--- src/rtl/dmem_store_buffer.sv ---
// dmem_store_buffer
//   Posted-write store buffer sitting between the core's data port and the
//   data memory. Writes are queued in a DEPTH-entry FIFO and acknowledged
//   after one cycle; a background FSM drains the FIFO to memory in order.
//   Reads wait for the FIFO to drain completely (no forwarding) and then go
//   to memory. Writes to MMIO_ADDR with byte lane 0 enabled also produce a
//   one-cycle console strobe when they are dequeued.
//
// Parameters
//   DEPTH     number of posted-write entries (power of two, >= 2)
//   MMIO_ADDR console address recognised on dequeue
//
// Ports
//   clk, reset              rising-edge clock, synchronous active-high reset
//   cpu_valid/ready         core request handshake (ready is a 1-cycle pulse)
//   cpu_addr/wdata/wstrb    core request; wstrb != 0 means write
//   cpu_rdata               read data, valid while cpu_ready pulses
//   mem_valid/ready         memory request handshake
//   mem_addr/wdata/wstrb    memory request, held stable while mem_valid
//   mem_rdata               memory read data, sampled on mem_ready
//   con_valid, con_data     console byte strobe
//   stat_writes, stat_stall performance counters
//
// Build option
//   DMEM_SB_STATS_EN  when defined, stat_writes counts accepted writes and
//                     stat_stall counts cycles a pending request waits; when
//                     undefined both outputs are tied to zero.

module dmem_store_buffer #(
  parameter int          DEPTH     = 4,
  parameter logic [31:0] MMIO_ADDR = 32'h1000_0000
) (
  input  logic        clk,
  input  logic        reset,
  input  logic        cpu_valid,
  output logic        cpu_ready,
  input  logic [31:0] cpu_addr,
  input  logic [31:0] cpu_wdata,
  input  logic [3:0]  cpu_wstrb,
  output logic [31:0] cpu_rdata,
  output logic        mem_valid,
  input  logic        mem_ready,
  output logic [31:0] mem_addr,
  output logic [31:0] mem_wdata,
  output logic [3:0]  mem_wstrb,
  input  logic [31:0] mem_rdata,
  output logic        con_valid,
  output logic [7:0]  con_data,
  output logic [31:0] stat_writes,
  output logic [31:0] stat_stall
);

  localparam int PW = (DEPTH > 1) ? $clog2(DEPTH) : 1;
  localparam int CW = PW + 1;
  localparam logic [CW-1:0] DEPTH_C = CW'(DEPTH);

  typedef enum logic [1:0] {
    M_IDLE,
    M_WRITE,
    M_READ
  } mstate_t;

  // FIFO storage (plain RAM, not reset)
  logic [31:0] addr_mem [DEPTH];
  logic [31:0] data_mem [DEPTH];
  logic [3:0]  strb_mem [DEPTH];

  mstate_t     state_q, state_d;
  logic [PW-1:0] wr_ptr_q, wr_ptr_d;
  logic [PW-1:0] rd_ptr_q, rd_ptr_d;
  logic [CW-1:0] count_q, count_d;
  logic        cpu_ready_q, cpu_ready_d;
  logic [31:0] cpu_rdata_q, cpu_rdata_d;
  logic        mem_valid_q, mem_valid_d;
  logic [31:0] mem_addr_q, mem_addr_d;
  logic [31:0] mem_wdata_q, mem_wdata_d;
  logic [3:0]  mem_wstrb_q, mem_wstrb_d;
  logic        con_valid_q, con_valid_d;
  logic [7:0]  con_data_q, con_data_d;

  logic req_live;
  logic is_write;
  logic enq;
  logic deq;
  logic rd_done;

  always_comb begin
    // a request is only looked at when we are not acknowledging the previous one
    req_live = cpu_valid && !cpu_ready_q;
    is_write = |cpu_wstrb;
    enq      = req_live && is_write && (count_q < DEPTH_C);
    deq      = (state_q == M_WRITE) && mem_ready;
    rd_done  = (state_q == M_READ) && mem_ready;
  end

  always_comb begin
    state_d     = state_q;
    wr_ptr_d    = wr_ptr_q;
    rd_ptr_d    = rd_ptr_q;
    count_d     = count_q;
    cpu_ready_d = enq || rd_done;
    cpu_rdata_d = cpu_rdata_q;
    mem_valid_d = mem_valid_q;
    mem_addr_d  = mem_addr_q;
    mem_wdata_d = mem_wdata_q;
    mem_wstrb_d = mem_wstrb_q;
    con_valid_d = 1'b0;
    con_data_d  = con_data_q;

    if (enq) begin
      wr_ptr_d = wr_ptr_q + PW'(1);
    end

    unique case ({enq, deq})
      2'b10:   count_d = count_q + CW'(1);
      2'b01:   count_d = count_q - CW'(1);
      default: count_d = count_q;
    endcase

    unique case (state_q)
      M_IDLE: begin
        // buffered writes always go first; a read only starts once empty
        if (count_q != '0) begin
          state_d     = M_WRITE;
          mem_valid_d = 1'b1;
          mem_addr_d  = addr_mem[rd_ptr_q];
          mem_wdata_d = data_mem[rd_ptr_q];
          mem_wstrb_d = strb_mem[rd_ptr_q];
        end else if (req_live && !is_write) begin
          state_d     = M_READ;
          mem_valid_d = 1'b1;
          mem_addr_d  = cpu_addr;
          mem_wdata_d = '0;
          mem_wstrb_d = '0;
        end
      end
      M_WRITE: begin
        if (mem_ready) begin
          state_d     = M_IDLE;
          mem_valid_d = 1'b0;
          rd_ptr_d    = rd_ptr_q + PW'(1);
          if ((mem_addr_q == MMIO_ADDR) && mem_wstrb_q[0]) begin
            con_valid_d = 1'b1;
            con_data_d  = mem_wdata_q[7:0];
          end
        end
      end
      M_READ: begin
        if (mem_ready) begin
          state_d     = M_IDLE;
          mem_valid_d = 1'b0;
          cpu_rdata_d = mem_rdata;
        end
      end
      default: begin
        state_d     = M_IDLE;
        mem_valid_d = 1'b0;
      end
    endcase
  end

  always_ff @(posedge clk) begin
    if (enq) begin
      addr_mem[wr_ptr_q] <= cpu_addr;
      data_mem[wr_ptr_q] <= cpu_wdata;
      strb_mem[wr_ptr_q] <= cpu_wstrb;
    end
  end

  always_ff @(posedge clk) begin
    if (reset) begin
      state_q     <= M_IDLE;
      wr_ptr_q    <= '0;
      rd_ptr_q    <= '0;
      count_q     <= '0;
      cpu_ready_q <= 1'b0;
      cpu_rdata_q <= '0;
      mem_valid_q <= 1'b0;
      mem_addr_q  <= '0;
      mem_wdata_q <= '0;
      mem_wstrb_q <= '0;
      con_valid_q <= 1'b0;
      con_data_q  <= '0;
    end else begin
      state_q     <= state_d;
      wr_ptr_q    <= wr_ptr_d;
      rd_ptr_q    <= rd_ptr_d;
      count_q     <= count_d;
      cpu_ready_q <= cpu_ready_d;
      cpu_rdata_q <= cpu_rdata_d;
      mem_valid_q <= mem_valid_d;
      mem_addr_q  <= mem_addr_d;
      mem_wdata_q <= mem_wdata_d;
      mem_wstrb_q <= mem_wstrb_d;
      con_valid_q <= con_valid_d;
      con_data_q  <= con_data_d;
    end
  end

  assign cpu_ready = cpu_ready_q;
  assign cpu_rdata = cpu_rdata_q;
  assign mem_valid = mem_valid_q;
  assign mem_addr  = mem_addr_q;
  assign mem_wdata = mem_wdata_q;
  assign mem_wstrb = mem_wstrb_q;
  assign con_valid = con_valid_q;
  assign con_data  = con_data_q;

`ifdef DMEM_SB_STATS_EN
  logic [31:0] stat_writes_q, stat_writes_d;
  logic [31:0] stat_stall_q, stat_stall_d;
  logic        stall;

  always_comb begin
    // waiting: request visible, not taken this cycle, no ack outstanding
    stall         = req_live && !enq && !rd_done;
    stat_writes_d = stat_writes_q + 32'(enq);
    stat_stall_d  = stat_stall_q + 32'(stall);
  end

  always_ff @(posedge clk) begin
    if (reset) begin
      stat_writes_q <= '0;
      stat_stall_q  <= '0;
    end else begin
      stat_writes_q <= stat_writes_d;
      stat_stall_q  <= stat_stall_d;
    end
  end

  assign stat_writes = stat_writes_q;
  assign stat_stall  = stat_stall_q;
`else
  assign stat_writes = '0;
  assign stat_stall  = '0;
`endif

endmodule

--- config.mk ---
export PLATFORM = sky130hd
export DESIGN_NAME = dmem_store_buffer
export DESIGN_NICKNAME = d
export VERILOG_FILES = /design/src/rtl/dmem_store_buffer.sv
export SDC_FILE = /design/constraint.sdc
export NUM_CORES = 1
export LEC_CHECK = 0
export CORE_MARGIN = 2
export CORE_UTILIZATION = 55
export DETAILED_ROUTE_END_ITERATION = 8
export DONT_BUFFER_PORTS = 1
export PLACE_DENSITY = 0.73
export REMOVE_ABC_BUFFERS = 1
export SLEW_MARGIN = 10
export SYNTH_ARGS = -nofsm -noshare
export SYNTH_HDL_FRONTEND = slang
export SYNTH_SLANG_ARGS = --single-unit
--- constraint.sdc ---
create_clock -name clk -period 3.95 [get_ports clk]
set_input_delay 0.395 -clock clk [delete_from_list [all_inputs] [get_ports clk]]
set_output_delay 0.395 -clock clk [all_outputs]
set_load 0.05 [all_outputs]
==> impl_metrics.py, run 1 <==
metrics = {
    "placement": {
        "dp_hpwl_um": 18600,
        "gp_congestion": 0.718,
        "dpl_cell_area_um2": 15300,
        "portBuffers": 0,
    },
    "cts": {
        "clkTransAtPathRegs_ns": 0.06,
        "cts_resized": 0,
        "clock_latency_ns": 0.52,
        "cts-root-buf": "clkbuf_16",
        "cts_tree": "built",
        "ctsHoldBuffers": 85,
        "htreeDepth": 2,
        "numCtsBuffers": 40,
        "post_cts_buffers": 0,
        "clock_path_buffers": 3,
        "cts.sinks": 394,
    },
    "timing": {
        "slew_viol_final": 0,
        "clock_skew_ns": 0.0180,
        "final.period_utilization": 0.705,
        "slew_headroom": 0.259,
        "fin_tns_setup_ns": 0,
        "tightest_slew_ns": 1.11,
        "holdWs_ns": 0.0220,
        "setup_viol_count_final": 0,
        "period_minus_slack_ns": 2.78,
        "rsz0062_at_grt": "false",
        "clock.fmax_mhz": 359,
        "hold_viol": 0,
    },
    "synth": {
        "syn_inst": 993,
        "ys_warn_count": 0,
        "dominantRegCellSynth": "edfxtp_1",
        "netlist_area_um2": 15200,
        "ys_ff_latch": 394,
        "synth_edf_count": 272,
        "yosysSeqAreaShare": 0.698,
        "yosysUniqueCellTypes": 38,
        "synth-async-reset-ratio": 0,
        "avgSynthCellArea_um2": 15.3,
    },
    "grt": {
        "grt_pass1_vias": 8267,
        "grt_max_degree": 114,
        "grt_use_total": 0.221,
        "grt_overflow": 0,
        "antenna_found_initial": 2,
        "grt_pass1_wl_um": 48200,
    },
    "drt": {
        "drc": 0,
        "wl_met1_um": 13000,
        "drtIter0Drc": 756,
        "post_drt_wl_per_cell_um": 22.4,
        "wl_met2_um": 15600,
        "routed_wl_um": 32200,
        "wl_met3_um": 3040,
        "routed.top_layer": "met4",
        "postRouteAntennaNets": 0,
        "dr_total_vias": 8401,
        "vias_per_cell": 5.83,
        "first_pass_iters": 5,
    },
    "final_layout": {
        "nets": 1181,
        "postLayoutCellArea_um2": 17500,
        "layout-drive-gt1-share": 0.136,
        "syn2layout_area_growth_pct": 15.1,
    },
    "worst_setup_path": {
        "crit_path_max_fanout": 41,
        "r2r-start": "cpu_ready",
        "cp.depth": 4,
        "worstPathArrival_ns": 3.00,
        "worstPathCellList": "nand2b_1 > nor3_1 > and2_4 > buf_12",
        "r2r_setup_slack_ns": 1.17,
        "critPathLaunchType": "register",
        "crit_type": "reg -> reg",
        "r2r_end": "data_mem[0][21]",
        "critPathCaptureType": "register",
        "critPathRequiredTime_ns": 4.17,
        "cp_slowest_stage_delay_ns": 0.74,
        "r2r_cells": 4,
        "endpoint": "data_mem[0][21]",
        "critPathLaunch": "cpu_ready",
        "cpLargestDelayFamily": "simple AND/OR/NAND/NOR gates",
        "slowest_stage": "and2_4",
        "critPathBufInv": 1,
    },
    "run": {
        "maxCapViolations": 0,
    },
    "pwr": {
        "comb_power_share": 0.192,
        "seq_power_share": 0.503,
        "total_power_uw": 12000,
        "cellPowerDensity_nw_per_um2": 688,
        "clkPwrFrac": 0.305,
        "switchingPower_uw": 4040,
        "internal-power_uw": 8000,
        "switching_share": 0.336,
        "p_leak_uw": 0.00586,
        "ir_worst_vdd_uv": 491,
    },
    "floorplanning": {
        "dieArea_um2": 29000,
        "core_area_um2": 27000,
        "die_w_um": 170,
        "die_y_um": 170,
        "initial_core_util": 0.563,
        "pin_count": 279,
        "rows": 60,
    },
    "status": {
        "run_status": "complete, no violations",
    },
    "min_path": {
        "min_path_type": "in -> reg",
    },
}
==> area by class of cell <==
class | count | area, um2
Inverter | 10 | 37.5
Sequential cell | 394 | 10600
Clock inverter | 17 | 160
Timing Repair Buffer | 96 | 1010
Fill cell | 1887 | 9530
Multi-Input combinational cell | 526 | 4100
Antenna cell | 2 | 5.00
Clock buffer | 56 | 1130
Tap cell | 341 | 427
==> cells in the mapped netlist, drive strengths merged (2+ instances only) <==
| cell | n | area (um2) |
|---|---|---|
| xor2 | 4 | 35.0 |
| nor4 | 7 | 50.1 |
| nor2b | 2 | 12.5 |
| a211oi | 33 | 248 |
| inv | 10 | 37.5 |
| nor2 | 11 | 41.3 |
| nand2b | 18 | 113 |
| nand3 | 2 | 10.0 |
| edfxtp | 272 | 8170 |
| mux4 | 68 | 1530 |
| mux2i | 41 | 410 |
| clkbuf | 48 | 180 |
| ha | 8 | 100 |
| nand2 | 103 | 389 |
| o21ai | 38 | 190 |
| and2 | 5 | 31.3 |
| dfxtp | 122 | 2440 |
| buf | 78 | 542 |
| a21oi | 107 | 536 |
| or4 | 2 | 18.8 |
| nor3 | 5 | 36.3 |
==> worst register-to-register path, delay by kind of cell (launching register included) <==
family / cells / cell delay, ns
AND/OR/NAND/NOR: 3 / 1.68
flip-flops: 1 / 0.49
buffers and inverters: 1 / 0.31
==> sequential cells by signal (all words and copies together), names as in the netlist, named ones only <==
signal	cells
mem_wstrb	4
con_data	8
mem_valid	1
rd_ptr_q	2
wr_ptr_q	2
mem_wdata	32
con_valid	1
cpu_ready	1
cpu_rdata	32
data_mem	128
strb_mem	16
count_q	3
mem_addr	32
state_q	2
addr_mem	128
==> routing by layer <==
layer / track usage / vias up
li1: - / 3777
met1: 0.304 / 4185
met2: 0.353 / 399
met3: 0.0612 / 40
met4: 0.0554 / 0
met5: 0 / -
==> cell usage in the layout (no fill, tap or decap), drive strengths merged, types with 2 or more instances in the layout <==
master and count:
a211oi 33, a21oi 107, and2 5, buf 12
bufinv 3, clkbuf 56, clkinv 12, conb 64
dfxtp 122, diode 2, dlygate4sd3 84, edfxtp 272
ha 8, inv 12, mux2i 41, mux4 68
nand2 103, nand2b 18, nand3 2, nor2 11
nor2b 2, nor3 5, nor4 7, o21ai 38
or4 2, xor2 4
==> power groups by stage <==
stage / Sequential, uW / Clock (uW) / Combinational (uW)
floorplan: 6060 / 0 / 1670
global placement: 6140 / 0 / 2160
detailed placement: 6160 / 0 / 2190
CTS: 6070 / 3740 / 2320
global route: 6130 / 3890 / 2520
finish: 6060 / 3670 / 2310
==> logic make-up (layout without fill, tap and decap cells) <==
kind of cell / after synthesis / after routing / share of synthesized area
DFF: 394 / 394 / 0.698
AOI/OAI and AO/OA: 181 / 181 / 0.0658
and+or+nand+nor: 158 / 158 / 0.0476
buffers and inverters: 136 / 179 / 0.0500
muxes: 109 / 109 / 0.128
adders and majority gates: 9 / 9 / 0.00790
xor gates and xnor gates: 5 / 5 / 0.00288
other: 1 / 66 / 0.000247
==> metrics by stage <==
stage	cells	setup WS [ns]	util
floorplan	930	-1.94	-
global placement	1282	1.20	0.567
detailed placement	1282	1.16	0.567
CTS	1440	1.15	0.647
global route	1442	1.04	0.647
finish	1442	1.17	0.647
==> worst min path at each step <==
stage / depth (start not counted) / to / slack, ns / start
floorplan: 2 / state_q[0] / 0.45 / state_q[0]
global placement: 2 / state_q[0] / 0.46 / state_q[0]
detailed placement: 2 / state_q[0] / 0.47 / state_q[0]
CTS: 2 / cpu_rdata[17] / 0.00007 / mem_rdata[17]
global route: 2 / cpu_rdata[8] / 0.006 / mem_rdata[8]
finish: 2 / cpu_rdata[17] / 0.02 / mem_rdata[17]
(Power assumes the default switching activity.)
==> run 2: changes to the inputs <==
==> constraint.sdc (replaced) <==
create_clock -name clk -period 2.85 [get_ports clk]
set_input_delay 0.285 -clock clk [delete_from_list [all_inputs] [get_ports clk]]
set_output_delay 0.285 -clock clk [all_outputs]
set_load 0.05 [all_outputs]
==> run 2 against run 1 <==
Against the previous run: sequential share of layout area down 2.2 points; sequential cell count unchanged; power up 49%; clock skew down 0.0017 ns; routed wire length up 3.7%; clock power up 70%; core utilization up 2.5 points; critical endpoint is now con_data[2]; largest power group unchanged; highest routed layer is now met5.
==> impl_metrics.py, run 2 (same netlist as run 1, synthesis figures left out) <==
metrics = {
    "status": {
        "run_status": "complete, no violations",
    },
    "worst_setup_path": {
        "crit_type": "reg -> reg",
        "crit_path_max_fanout": 8,
        "worstPathCellList": "or4_1 > or4_4 > nor3_4 > buf_4 > mux2i_1",
        "critPathLaunch": "mem_addr[9]",
        "r2r_cells": 5,
        "critPathRequiredTime_ns": 3.30,
        "r2r_setup_slack_ns": 0.62,
        "r2r_end": "con_data[2]",
        "cp_slowest_stage_delay_ns": 0.56,
        "critPathCaptureType": "register",
        "slowest_stage": "or4_1",
        "critPathLaunchType": "register",
        "r2r-start": "mem_addr[9]",
        "worstPathArrival_ns": 2.67,
    },
    "grt": {
        "met1_usage": 0.287,
        "grt_use_total": 0.229,
        "grt_overflow": 0,
        "met2_usage": 0.397,
        "grt_pass1_vias": 8682,
        "antenna_found_initial": 1,
        "grt_max_degree": 129,
        "grt_pass1_wl_um": 49900,
        "use_met3": 0.0574,
        "busiest_layer": "met2",
    },
    "floorplanning": {
        "rows": 60,
        "die_w_um": 170,
        "pin_count": 279,
        "core_area_um2": 27000,
        "dieArea_um2": 29000,
        "initial_core_util": 0.563,
        "die_y_um": 170,
    },
    "final_layout": {
        "final_common_cell": "edfxtp_1",
        "layout-drive-gt1-share": 0.167,
        "final_cell_mix": "edfxtp_1, dfxtp_1, a21oi_1, nand2_1, dlygate4sd3_1",
        "reg_top3": "addr_mem: 128 flops, data_mem: 128 flops",
        "nets": 1221,
        "antenna_cells": 0,
        "syn2layout_area_growth_pct": 19.4,
    },
    "cts": {
        "clock_path_buffers": 3,
        "htreeDepth": 2,
        "clock_latency_ns": 0.53,
        "cts.sinks": 394,
        "post_cts_buffers": 0,
        "cts_resized": 0,
        "clkTransAtPathRegs_ns": 0.06,
        "numCtsBuffers": 40,
        "cts-root-buf": "clkbuf_16",
        "cts_tree": "built",
    },
    "pwr": {
        "ir_worst_vdd_uv": 625,
        "cellPowerDensity_nw_per_um2": 990,
        "p_leak_uw": 0.00621,
    },
    "timing": {
        "clock_skew_ns": 0.0163,
        "rsz0062_at_grt": "false",
        "slew_viol_final": 0,
        "hold_viol": 0,
        "setup_slack_ns": 0.624,
        "slew_headroom": 0.317,
        "final.period_utilization": 0.781,
        "setup_viol_count_final": 0,
        "fin_tns_setup_ns": 0,
        "period_minus_slack_ns": 2.23,
        "clock.fmax_mhz": 449,
        "tightest_slew_ns": 1.02,
    },
    "min_path": {
        "min_path_type": "in -> reg",
        "hold_start": "cpu_addr[15]",
        "holdPathStages": 2,
        "holdPathEnd": "mem_addr[15]",
    },
    "drt": {
        "drtIter0Drc": 674,
        "postRouteAntennaNets": 0,
        "drc": 0,
        "vias_per_cell": 5.79,
        "post_drt_wl_per_cell_um": 22.6,
        "dr_total_vias": 8576,
        "routed_wl_um": 33400,
        "first_pass_iters": 4,
    },
    "placement": {
        "gp_congestion": 0.754,
        "dp_hpwl_um": 19100,
        "dp_slack_ns": 0.657,
        "portBuffers": 0,
    },
    "run": {
        "maxCapViolations": 0,
    },
}
run 2: cell types whose count changed in the layout (fill, tap and decap cells not counted), moves of 7 or more:
cell / before / now
clkbuf_1: 10 / 1
buf_4: 6 / 27
bufinv_16: 3 / 15
dlygate4sd3_1: 84 / 102
clkinv_2: 2 / 9
clkinv_1: 9 / 1
run 2: timing repair:
item,4_1_cts,5_1_grt
hold buffers,103,0
endpoints found under the setup margin,0,0
endpoints found under the hold margin,394,0
run 2: stage by stage:
step | hold WS [ns] | power (uW) | util | cell area, um2 | std cells
after global placement | 0.363 | 11600 | 0.574 | 15500 | 1304
after global routing | 0.00606 | 18600 | 0.672 | 18200 | 1481
final | 0.00929 | 18000 | 0.672 | 18200 | 1481
after floorplan | 0.354 | 11000 | - | 14700 | 930
after CTS | 0.00161 | 18100 | 0.672 | 18200 | 1481
after detailed placement | 0.366 | 11700 | 0.574 | 15500 | 1304
run 2: layout make-up:
class                           instances  area (um2)
Sequential cell                       394       10600
Multi-Input combinational cell        526        4100
Clock inverter                         29         532
Inverter                               10        37.5
Clock buffer                           45        1070
Tap cell                              341         427
Timing Repair Buffer                  136        1370
Fill cell                            1861        8870
run 2: how the worst max path moves through the flow:
stage	endpoint	cells after the start
2_1_floorplan	mem_addr[0]	4
3_3_place_gp	con_data[7]	5
3_5_place_dp	con_data[6]	5
4_1_cts	con_data[2]	5
5_1_grt	con_data[1]	5
6_report	con_data[2]	5
run 2: routing by layer:
metal | vias to the layer above | share of wire
met5 | - | 0.00021
met4 | 2 | 0.022
met3 | 55 | 0.083
met2 | 367 | 0.51
met1 | 4304 | 0.39
li1 | 3848 | -
run 2: worst max-delay path, delay by kind of cell, from the launching register on:
family        cells  cell delay, ns
simple gates      3            1.22
flops             1            0.48
buf+inv           1            0.24
mux               1            0.21
run 2: power by group:
group / switching, uW / internal (uW) / leakage, uW / total [uW]
Clock: 2160 / 4070 / 0.000786 / 6230
Combinational: 2140 / 1340 / 0.00195 / 3480
Sequential: 1490 / 6780 / 0.00348 / 8270
